==> src/rtl/alu_exec_ctrl_pkg.sv <==
// rtl/alu_exec_ctrl_pkg.sv - op-codes, PSR bit indices, FSM states and op classification
package alu_exec_ctrl_pkg;

  localparam logic [7:0] OP_AND  = 8'h01;
  localparam logic [7:0] OP_OR   = 8'h02;
  localparam logic [7:0] OP_XOR  = 8'h03;
  localparam logic [7:0] OP_ADD  = 8'h05;
  localparam logic [7:0] OP_NOT  = 8'h07;
  localparam logic [7:0] OP_SUB  = 8'h09;
  localparam logic [7:0] OP_CMP  = 8'h0B;
  localparam logic [7:0] OP_MOV  = 8'h0D;
  localparam logic [7:0] OP_LSH  = 8'h84;
  localparam logic [7:0] OP_ASHU = 8'h86;

  localparam int PSR_C = 0;
  localparam int PSR_L = 1;
  localparam int PSR_F = 2;
  localparam int PSR_Z = 3;
  localparam int PSR_N = 4;

  typedef enum logic [1:0] {
    ST_IDLE = 2'd0,
    ST_READ = 2'd1,
    ST_EXEC = 2'd2,
    ST_WB   = 2'd3
  } state_t;

  // Bitwise ops take a zero-extended immediate; everything else sign-extends.
  function automatic logic op_is_logic(input logic [7:0] op);
    return (op == OP_AND) || (op == OP_OR) || (op == OP_XOR);
  endfunction

  // These ops present the source operand on ALU A and the destination on ALU B.
  function automatic logic op_swaps(input logic [7:0] op);
    return (op == OP_CMP) || (op == OP_MOV) || (op == OP_NOT);
  endfunction

  function automatic logic op_writes_reg(input logic [7:0] op);
    return (op == OP_ADD) || (op == OP_SUB) || (op == OP_AND) || (op == OP_OR) ||
           (op == OP_XOR) || (op == OP_LSH) || (op == OP_ASHU) ||
           (op == OP_MOV) || (op == OP_NOT);
  endfunction

  function automatic logic op_writes_psr(input logic [7:0] op);
    return (op == OP_ADD) || (op == OP_SUB) || (op == OP_AND) || (op == OP_OR) ||
           (op == OP_XOR) || (op == OP_CMP) || (op == OP_LSH) || (op == OP_ASHU);
  endfunction

  function automatic logic op_known(input logic [7:0] op);
    return op_writes_reg(op) || (op == OP_CMP);
  endfunction

endpackage

==> src/rtl/alu_exec_ctrl_regfile_16x16.sv <==
// rtl/alu_exec_ctrl_regfile_16x16.sv - general register file, one write port, two read ports, debug read
module regfile_16x16 #(
  parameter int NREGS = 16,
  parameter int DW    = 16,
  localparam int AW   = $clog2(NREGS)
) (
  input  logic          clk,
  input  logic          reset,
  input  logic          we,
  input  logic [AW-1:0] waddr,
  input  logic [DW-1:0] wdata,
  input  logic [AW-1:0] ra_addr,
  output logic [DW-1:0] ra_data,
  input  logic [AW-1:0] rb_addr,
  output logic [DW-1:0] rb_data,
  input  logic [AW-1:0] dbg_addr,
  output logic [DW-1:0] dbg_data
);

  logic [DW-1:0] mem_q [NREGS];

  // Synchronous clear on reset, otherwise a single write per cycle.
  always_ff @(posedge clk) begin
    if (reset) begin
      for (int i = 0; i < NREGS; i++) begin
        mem_q[i] <= '0;
      end
    end else if (we) begin
      mem_q[waddr] <= wdata;
    end
  end

  assign ra_data  = mem_q[ra_addr];
  assign rb_data  = mem_q[rb_addr];
  assign dbg_data = mem_q[dbg_addr];

endmodule

==> src/rtl/alu_exec_ctrl.sv <==
// rtl/alu_exec_ctrl.sv - four-state execution controller around an external 16-bit ALU
module alu_exec_ctrl
  import alu_exec_ctrl_pkg::*;
#(
  parameter int NREGS = 16,
  parameter int DW    = 16,
  localparam int AW   = $clog2(NREGS)
) (
  input  logic          clk,
  input  logic          reset,
  input  logic          inst_valid,
  output logic          inst_ready,
  input  logic [7:0]    inst_op,
  input  logic [AW-1:0] inst_rdest,
  input  logic [AW-1:0] inst_rsrc,
  input  logic [7:0]    inst_imm,
  input  logic          inst_use_imm,
  output logic [DW-1:0] alu_a,
  output logic [DW-1:0] alu_b,
  output logic [7:0]    alu_op,
  input  logic [DW-1:0] alu_result,
  input  logic [4:0]    alu_flags,
  output logic [4:0]    psr,
  output logic          done,
  output logic          illegal_op,
  input  logic [AW-1:0] dbg_addr,
  output logic [DW-1:0] dbg_data
);

  state_t        state_q;
  logic [7:0]    op_q;
  logic [AW-1:0] rdest_q;
  logic [AW-1:0] rsrc_q;
  logic [7:0]    imm_q;
  logic          use_imm_q;
  logic [DW-1:0] opd_dst_q;
  logic [DW-1:0] opd_src_q;
  logic [DW-1:0] res_q;
  logic [4:0]    flags_q;
  logic [4:0]    psr_q;
  logic          done_q;
  logic          ill_q;
  logic          ready_q;

  logic [DW-1:0] rd_data;
  logic [DW-1:0] rs_data;
  logic [DW-1:0] imm_ext;
  logic [DW-1:0] opd_src_d;
  logic          rf_we;

  regfile_16x16 #(.NREGS(NREGS), .DW(DW)) u_regfile (
    .clk      (clk),
    .reset    (reset),
    .we       (rf_we),
    .waddr    (rdest_q),
    .wdata    (res_q),
    .ra_addr  (rdest_q),
    .ra_data  (rd_data),
    .rb_addr  (rsrc_q),
    .rb_data  (rs_data),
    .dbg_addr (dbg_addr),
    .dbg_data (dbg_data)
  );

  // The write lands at the end of WB, so the next READ already sees it.
  assign rf_we = (state_q == ST_WB) && op_writes_reg(op_q);

  // Immediate extension depends on the op class; the source operand picks reg or immediate.
  always_comb begin
    imm_ext = op_is_logic(op_q) ? {{(DW-8){1'b0}}, imm_q} : {{(DW-8){imm_q[7]}}, imm_q};
    opd_src_d = use_imm_q ? imm_ext : rs_data;
  end

  // ALU inputs are only driven during EXEC; some ops present the operands swapped.
  always_comb begin
    alu_a  = '0;
    alu_b  = '0;
    alu_op = '0;
    if (state_q == ST_EXEC) begin
      alu_op = op_q;
      if (op_swaps(op_q)) begin
        alu_a = opd_src_q;
        alu_b = opd_dst_q;
      end else begin
        alu_a = opd_dst_q;
        alu_b = opd_src_q;
      end
    end
  end

  // Main FSM: IDLE -> READ -> EXEC -> WB, with registered handshake and status outputs.
  always_ff @(posedge clk) begin
    if (reset) begin
      state_q   <= ST_IDLE;
      op_q      <= '0;
      rdest_q   <= '0;
      rsrc_q    <= '0;
      imm_q     <= '0;
      use_imm_q <= 1'b0;
      opd_dst_q <= '0;
      opd_src_q <= '0;
      res_q     <= '0;
      flags_q   <= '0;
      psr_q     <= '0;
      done_q    <= 1'b0;
      ill_q     <= 1'b0;
      ready_q   <= 1'b1;
    end else begin
      done_q <= 1'b0;
      ill_q  <= 1'b0;
      case (state_q)
        ST_IDLE: begin
          if (inst_valid) begin
            op_q      <= inst_op;
            rdest_q   <= inst_rdest;
            rsrc_q    <= inst_rsrc;
            imm_q     <= inst_imm;
            use_imm_q <= inst_use_imm;
            ready_q   <= 1'b0;
            state_q   <= ST_READ;
          end
        end
        ST_READ: begin
          opd_dst_q <= rd_data;
          opd_src_q <= opd_src_d;
          state_q   <= ST_EXEC;
        end
        ST_EXEC: begin
          res_q   <= alu_result;
          flags_q <= alu_flags;
          done_q  <= 1'b1;
          ill_q   <= !op_known(op_q);
          state_q <= ST_WB;
        end
        ST_WB: begin
          if (op_writes_psr(op_q)) begin
            psr_q <= flags_q;
          end
          ready_q <= 1'b1;
          state_q <= ST_IDLE;
        end
        default: begin
          ready_q <= 1'b1;
          state_q <= ST_IDLE;
        end
      endcase
    end
  end

  assign inst_ready = ready_q;
  assign psr        = psr_q;
  assign done       = done_q;
  assign illegal_op = ill_q;

endmodule

==> config.mk <==
export PLATFORM = sky130hd
export DESIGN_NAME = alu_exec_ctrl
export DESIGN_NICKNAME = d
export VERILOG_FILES = /design/src/rtl/alu_exec_ctrl_pkg.sv /design/src/rtl/alu_exec_ctrl_regfile_16x16.sv /design/src/rtl/alu_exec_ctrl.sv
export SDC_FILE = /design/constraint.sdc
export NUM_CORES = 1
export LEC_CHECK = 0
export ABC_CLOCK_PERIOD_IN_PS = 5600
export CAP_MARGIN = 10
export CORE_ASPECT_RATIO = 1.75
export CORE_MARGIN = 10
export CORE_UTILIZATION = 40
export CTS_BUF_LIST = sky130_fd_sc_hd__clkbuf_8
export DETAILED_ROUTE_END_ITERATION = 10
export RECOVER_POWER = 50
export SYNTH_ARGS = -nofsm -noshare
export SYNTH_HDL_FRONTEND = slang
export SYNTH_SLANG_ARGS = --single-unit
==> constraint.sdc <==
create_clock -name clk -period 5.6 [get_ports clk]
set_input_delay 0.84 -clock clk [delete_from_list [all_inputs] [get_ports clk]]
set_output_delay 0.84 -clock clk [all_outputs]
set_load 0.05 [all_outputs]
-- Word level (Yosys, flattened, before mapping)
Memory sizes are Yosys's and may differ from the RTL's. A register that Yosys moved wholly into a read port is not among the register bits.
Cells that the tools add are included.
- add/subtract/negate cells: 0
- multipliers: 0
- div/mod/pow operators: 0
- $lt $le $gt $ge: 0
- equal/unequal tests: 14
- shift operators: 0
- muxes and demuxes: 22
- bitwise operators: 1
- reductions and logical operators: 25
- operators with widths (cell ; number):
    16-bit two-way mux ; 7
    8-bit by 4-bit == test with 1-bit output (second input constant) ; 3
    8-bit by 2-bit == test with 1-bit output (second input constant) ; 2
    8-bit by 3-bit == test with 1-bit output (second input constant) ; 2
    8-bit == test (second input constant) ; 2
    1-bit logical OR ; 16
    16-bit OR reduction ; 1
    4-bit two-way mux ; 3
    8-bit by 1-bit == test with 1-bit output (second input constant) ; 1
    1-bit two-way mux ; 8
    8-bit two-way mux ; 1
    2-bit case mux with 4 select lines ; 1
    2-bit AND reduction ; 3
    2-bit == test (second input constant) ; 2
    2-bit by 1-bit == test with 1-bit output (second input constant) ; 1
    2-bit logical NOT ; 1
    2-bit two-way mux ; 1
    2-bit != test (second input constant) ; 1
    1-bit case mux with 2 select lines ; 1
    2-bit nonzero test ; 1
    2-bit OR reduction ; 1
    1-bit logical AND ; 1
    1-bit logical NOT ; 1
    1-bit NOT ; 1
- flip-flop bits (word level): 72
- bits in latches: 0
- RAM bits: 256
- ROM bits: 0
- bits of input ports: 53
- output and inout port bits: 64
- logic and storage cells: 76
- memories: 1
- memory list (memory ; depth ; width ; read ports ; clocked after Yosys merged registers in ; write ports ; line ; source):
    u_regfile.mem_q ; 16 ; 16 ; 3 ; 2 ; 16 ; alu_exec_ctrl_regfile_16x16.sv:20 ; logic [DW-1:0] mem_q [NREGS];

-- Depth between registers and ports, before layout
- depth in word-level cells: 15
- mapped depth: 7

-- Cells and area by module
From an unflattened synthesis, not the netlist that was laid out.
- cells, all modules: 1491
- area, all modules: 19319.8 sq um
- by module, submodules not included (module ; instances ; cells an instance ; area each (sq um)):
    regfile_16x16 ; 1 ; 996 ; 15247.1
    alu_exec_ctrl ; 1 ; 495 ; 4072.7

-- Worst setup path before layout
Ideal clock, no wire load.
- path type: input -> output
- start point: input port dbg_addr[0]
- end point: output port dbg_data[10]
- data arrival time: 2.776 ns
- required time: 4.760 ns
- path slack: 1.984 ns
- cell stages on the path: 4
- path through: buf_2 > buf_1 > mux4_2 > mux4_2
- cells in the longest elaborated chain, start to end: 1
- RTL lines (item ; line ; source):
    start, declared ; alu_exec_ctrl.sv:26 ; input logic [AW-1:0] dbg_addr,
    memory 16 x 16 bit ; -- ;
    end, declared ; alu_exec_ctrl.sv:27 ; output logic [DW-1:0] dbg_data
No other way between the ends.

==> metrics.md <==
| Metric | Value |
|---|---|
| Vias | `15200` |
| Number of distinct library cells after synthesis | `59` |
| Critical Path Source Type | `input pin` |
| Main flop type after synthesis | `edfxtp_1` |
| RePlAce Congestion | `0.940` |
| Final WS setup | `0.534 ns` |
| Multiplexer area fraction after synthesis | `24.9%` |
| Die ar. | `58700 um2` |
| RSZ-0062 raised after global routing | `false` |
| Post-Syn Nets | `1695` |
| Port Buf Inserts | `116` |
| Post-synthesis simple-gate area fraction | `12.9%` |
| Post-CTS Setup Inserts | `0` |
| Period Utilization, post-route | `90.5%` |
| Mean Syn Cell Area | `12.0 um2` |
| WL final | `76200 um` |
| Leakage | `6.99 nW` |
| Initial core utilization | `40.4%` |
| Worst EP required | `5.79 ns` |
| Global route overflow | `0` |
| Layout cells sized above 1 | `17.7%` |
| Worst slew pin tran | `3.15 ns` |
| Die height | `313 um` |
| Most area-consuming cells after synthesis | `edfxtp_1 (39%), mux4_2 (17%), dfxtp_1 (9.4%)` |
| Num CTS Buffers | `51` |
| CTS Sinks | `348` |
| DRT antenna net count | `0` |
| I/O pins | `117` |
| Slew Viols, Final | `256` |
| Post-Layout Cell Count | `2393` |
| # H-tree levels | `2` |
| Max Cap Violations | `10` |
| Clock Pin Slew Worst Setup and Hold Paths | `0.08 ns` |
| Die width | `188 um` |
| Setup slack, reg-to-reg | `0.79 ns` |
| Via density | `6.37` |
| Synth Area in Compound Gates | `9.56%` |
| # DRC | `0` |
| Initial antenna violation count | `4` |
| Worst IR Drop VDD | `0.175 mV` |
| Root buf cell | `clkbuf_8` |
| Final Hold Fails | `0` |
| Cell Area, Synth | `19600 um2` |
| Yosys reg bits | `348` |
| Global Route Usage Sum | `25.4%` |
| Largest net degree at the start of global routing | `58` |
| Setup_tns | `0 ns` |
| Yosys top cell area share | `39.1%` |
| CTS max path bufs | `3` |
| Post-Synth XOR/XNOR Area | `0.0446%` |
| Outcome | `complete, but fails checks` |
| Synthesis Warnings | `0` |
| Hold Path Class | `flop to flop` |
| Final setup fails | `0` |
| P per Cell Area | `351 nW/um2` |
| Pre-Repair DR Iteration Count | `8` |
| Resized Gates After CTS | `0` |
| EDFF count, synth | `256` |
| CP arrival | `5.26 ns` |
| Post-route minimum period | `5.07 ns` |
| Inst Count DP | `2296` |
| Fillers | `4487` |
| Later-pin clock latency in the skew report | `0.64 ns` |
| First-pass GRT wire length | `109000 um` |
| # hold bufs at CTS | `0` |
| DR iter-0 viols | `1674` |
| DR WL/cell | `31.8 um` |
| Main combinational cell family by area after synthesis | `multiplexers` |
| Dpl hpwl | `51100 um` |
| Max FO, Critical Path | `58` |
| Setup Skew | `0.0364 ns` |
| Post-place setup slack | `1.14 ns` |
| Core area | `48600 um2` |
| Post-Synth Adder-Cell Area | `0.255%` |
| Seq/Total Area, Yosys | `48.5%` |
| Fin nets | `1754` |
| Post-synth ARST share | `0%` |
| Max Fclk | `197 MHz` |
| Vias in the first global route | `15400` |
| Synthesis-to-finish area growth | `13.2%` |
| Syn Inst Count | `1638` |
| Type of the worst setup path | `input pin to flop` |
| Violated checks | `max-capacitance violations, max-slew violations` |
| CTS tree | `done` |
| Critical Path Sink Type | `flop` |
| # rows | `107` |
| Multi-input gate area | `9310 um2` |
| Slew headroom | `-110%` |
| Cell taking the most area after synthesis | `edfxtp_1` |
| Storage element area | `9530 um2` |
## cells in the final DEF, fill, tap and decap left out, types with 7 or more instances in the layout
master / n
edfxtp_1: 256
nor2_1: 230
mux4_2: 151
nand2_1: 136
mux2i_1: 130
clkdlybuf4s50_1: 105
dfxtp_1: 90
and2_1: 71
clkbuf_8: 58
o21ai_0: 48
nand3_1: 39
and2_0: 39
o22ai_1: 38
a21oi_1: 37
a21boi_0: 33
buf_4: 33
inv_1: 28
a22oi_1: 25
a311oi_1: 17
mux2_2: 16
clkbuf_1: 12
clkinv_2: 10
a211oi_1: 9
or2_2: 8
nor2b_1: 8
o221ai_1: 8
dlygate4sd3_1: 8
o21bai_2: 7
## per-layer routing
| layer | vias to the layer above | wire (um) | GRT usage (%) | part of all wire, % |
|---|---|---|---|---|
| li1 | 6307 | - | - | - |
| met3 | 295 | 7250 | 5.04 | 9.5 |
| met2 | 1133 | 37700 | 43.7 | 50 |
| met5 | - | 13 | 0 | 0.017 |
| met4 | 2 | 6590 | 18.9 | 8.7 |
| met1 | 7511 | 24600 | 27.1 | 32 |
## cell usage after synthesis (3+ instances only)
library cell,number
buf_2,33
ha_1,4
a21boi_0,33
clkbuf_2,6
o22ai_1,38
nand2_1,136
o21ai_0,48
a211oi_1,9
edfxtp_1,256
and2_1,110
dfxtp_1,92
a221oi_1,6
nor2_1,231
buf_1,22
mux2i_1,131
a21oi_1,37
buf_6,7
a22oi_1,25
o211ai_1,3
clkbuf_1,91
a31oi_1,5
mux2_2,16
a311oi_1,17
inv_1,12
or2_2,8
nor2b_1,8
a41oi_1,5
o21bai_1,10
nand3_1,39
mux4_2,151
nand2b_1,6
a2111oi_4,6
o221ai_1,8
## flip-flops by register name, indices dropped and copies added (netlist names), 2 cells and up, named ones only
register,count
flags_q,5
imm_q,8
psr,5
u_regfile.mem_q,256
rdest_q,4
opd_src_q,16
state_q,2
op_q,8
res_q,16
opd_dst_q,16
rsrc_q,4
## power by group
group | switching (mW) | internal [mW]
sequential | 0.510 | 3.00
combinational | 1.33 | 0.858
clock | 1.05 | 1.04
## path summary, 6_finish.rpt
check,to,cells after the start,startpoint
worst max-delay path,u_regfile.mem_q[1][7],7,reset
worst min-delay path,flop,2,rsrc_q[0]
worst max register to register,u_regfile.mem_q[12][6],6,op_q[4]
worst min register to register,flop,2,rsrc_q[0]
## worst max-delay path, cell delays in order
cell	delay [ns]
clkbuf_4	0.10
clkbuf_1	2.20
and3b_1	0.41
o2111ai_1	0.11
clkbuf_2	0.97
o21bai_2	0.06
clkbuf_2	0.49
## per-stage QoR
stage               instance area [um2]  hold slack [ns]  util (%)  total power, mW
CTS                               22300            0.458      46.0             7.78
floorplan                         19600            0.436         -             4.79
finish                            22200            0.455      45.7             7.79
detailed placement                21300            0.443      43.9             5.71
global route                      22200            0.480      45.7             8.06
global placement                  21300            0.438      43.9             5.68
## area by class of cell
cell class / instances / share of cell area, %
inverter: 13 / 0.219
tap: 654 / 3.68
multi-input combinational: 1118 / 41.9
antenna: 2 / 0.0225
clock inverter: 35 / 0.945
clock buffer: 58 / 3.59
timing repair buffer: 165 / 6.79
sequential: 348 / 42.9
## logic make-up after synthesis
family	count (synthesis)
AOI/OAI and AO/OA	261
and+or+nand+nor	554
DFF	348
muxes	298
adders and majority gates	4
buffers and inverters	172
xor gates and xnor gates	1
No activity file was read; power rests on OpenSTA's default activity.
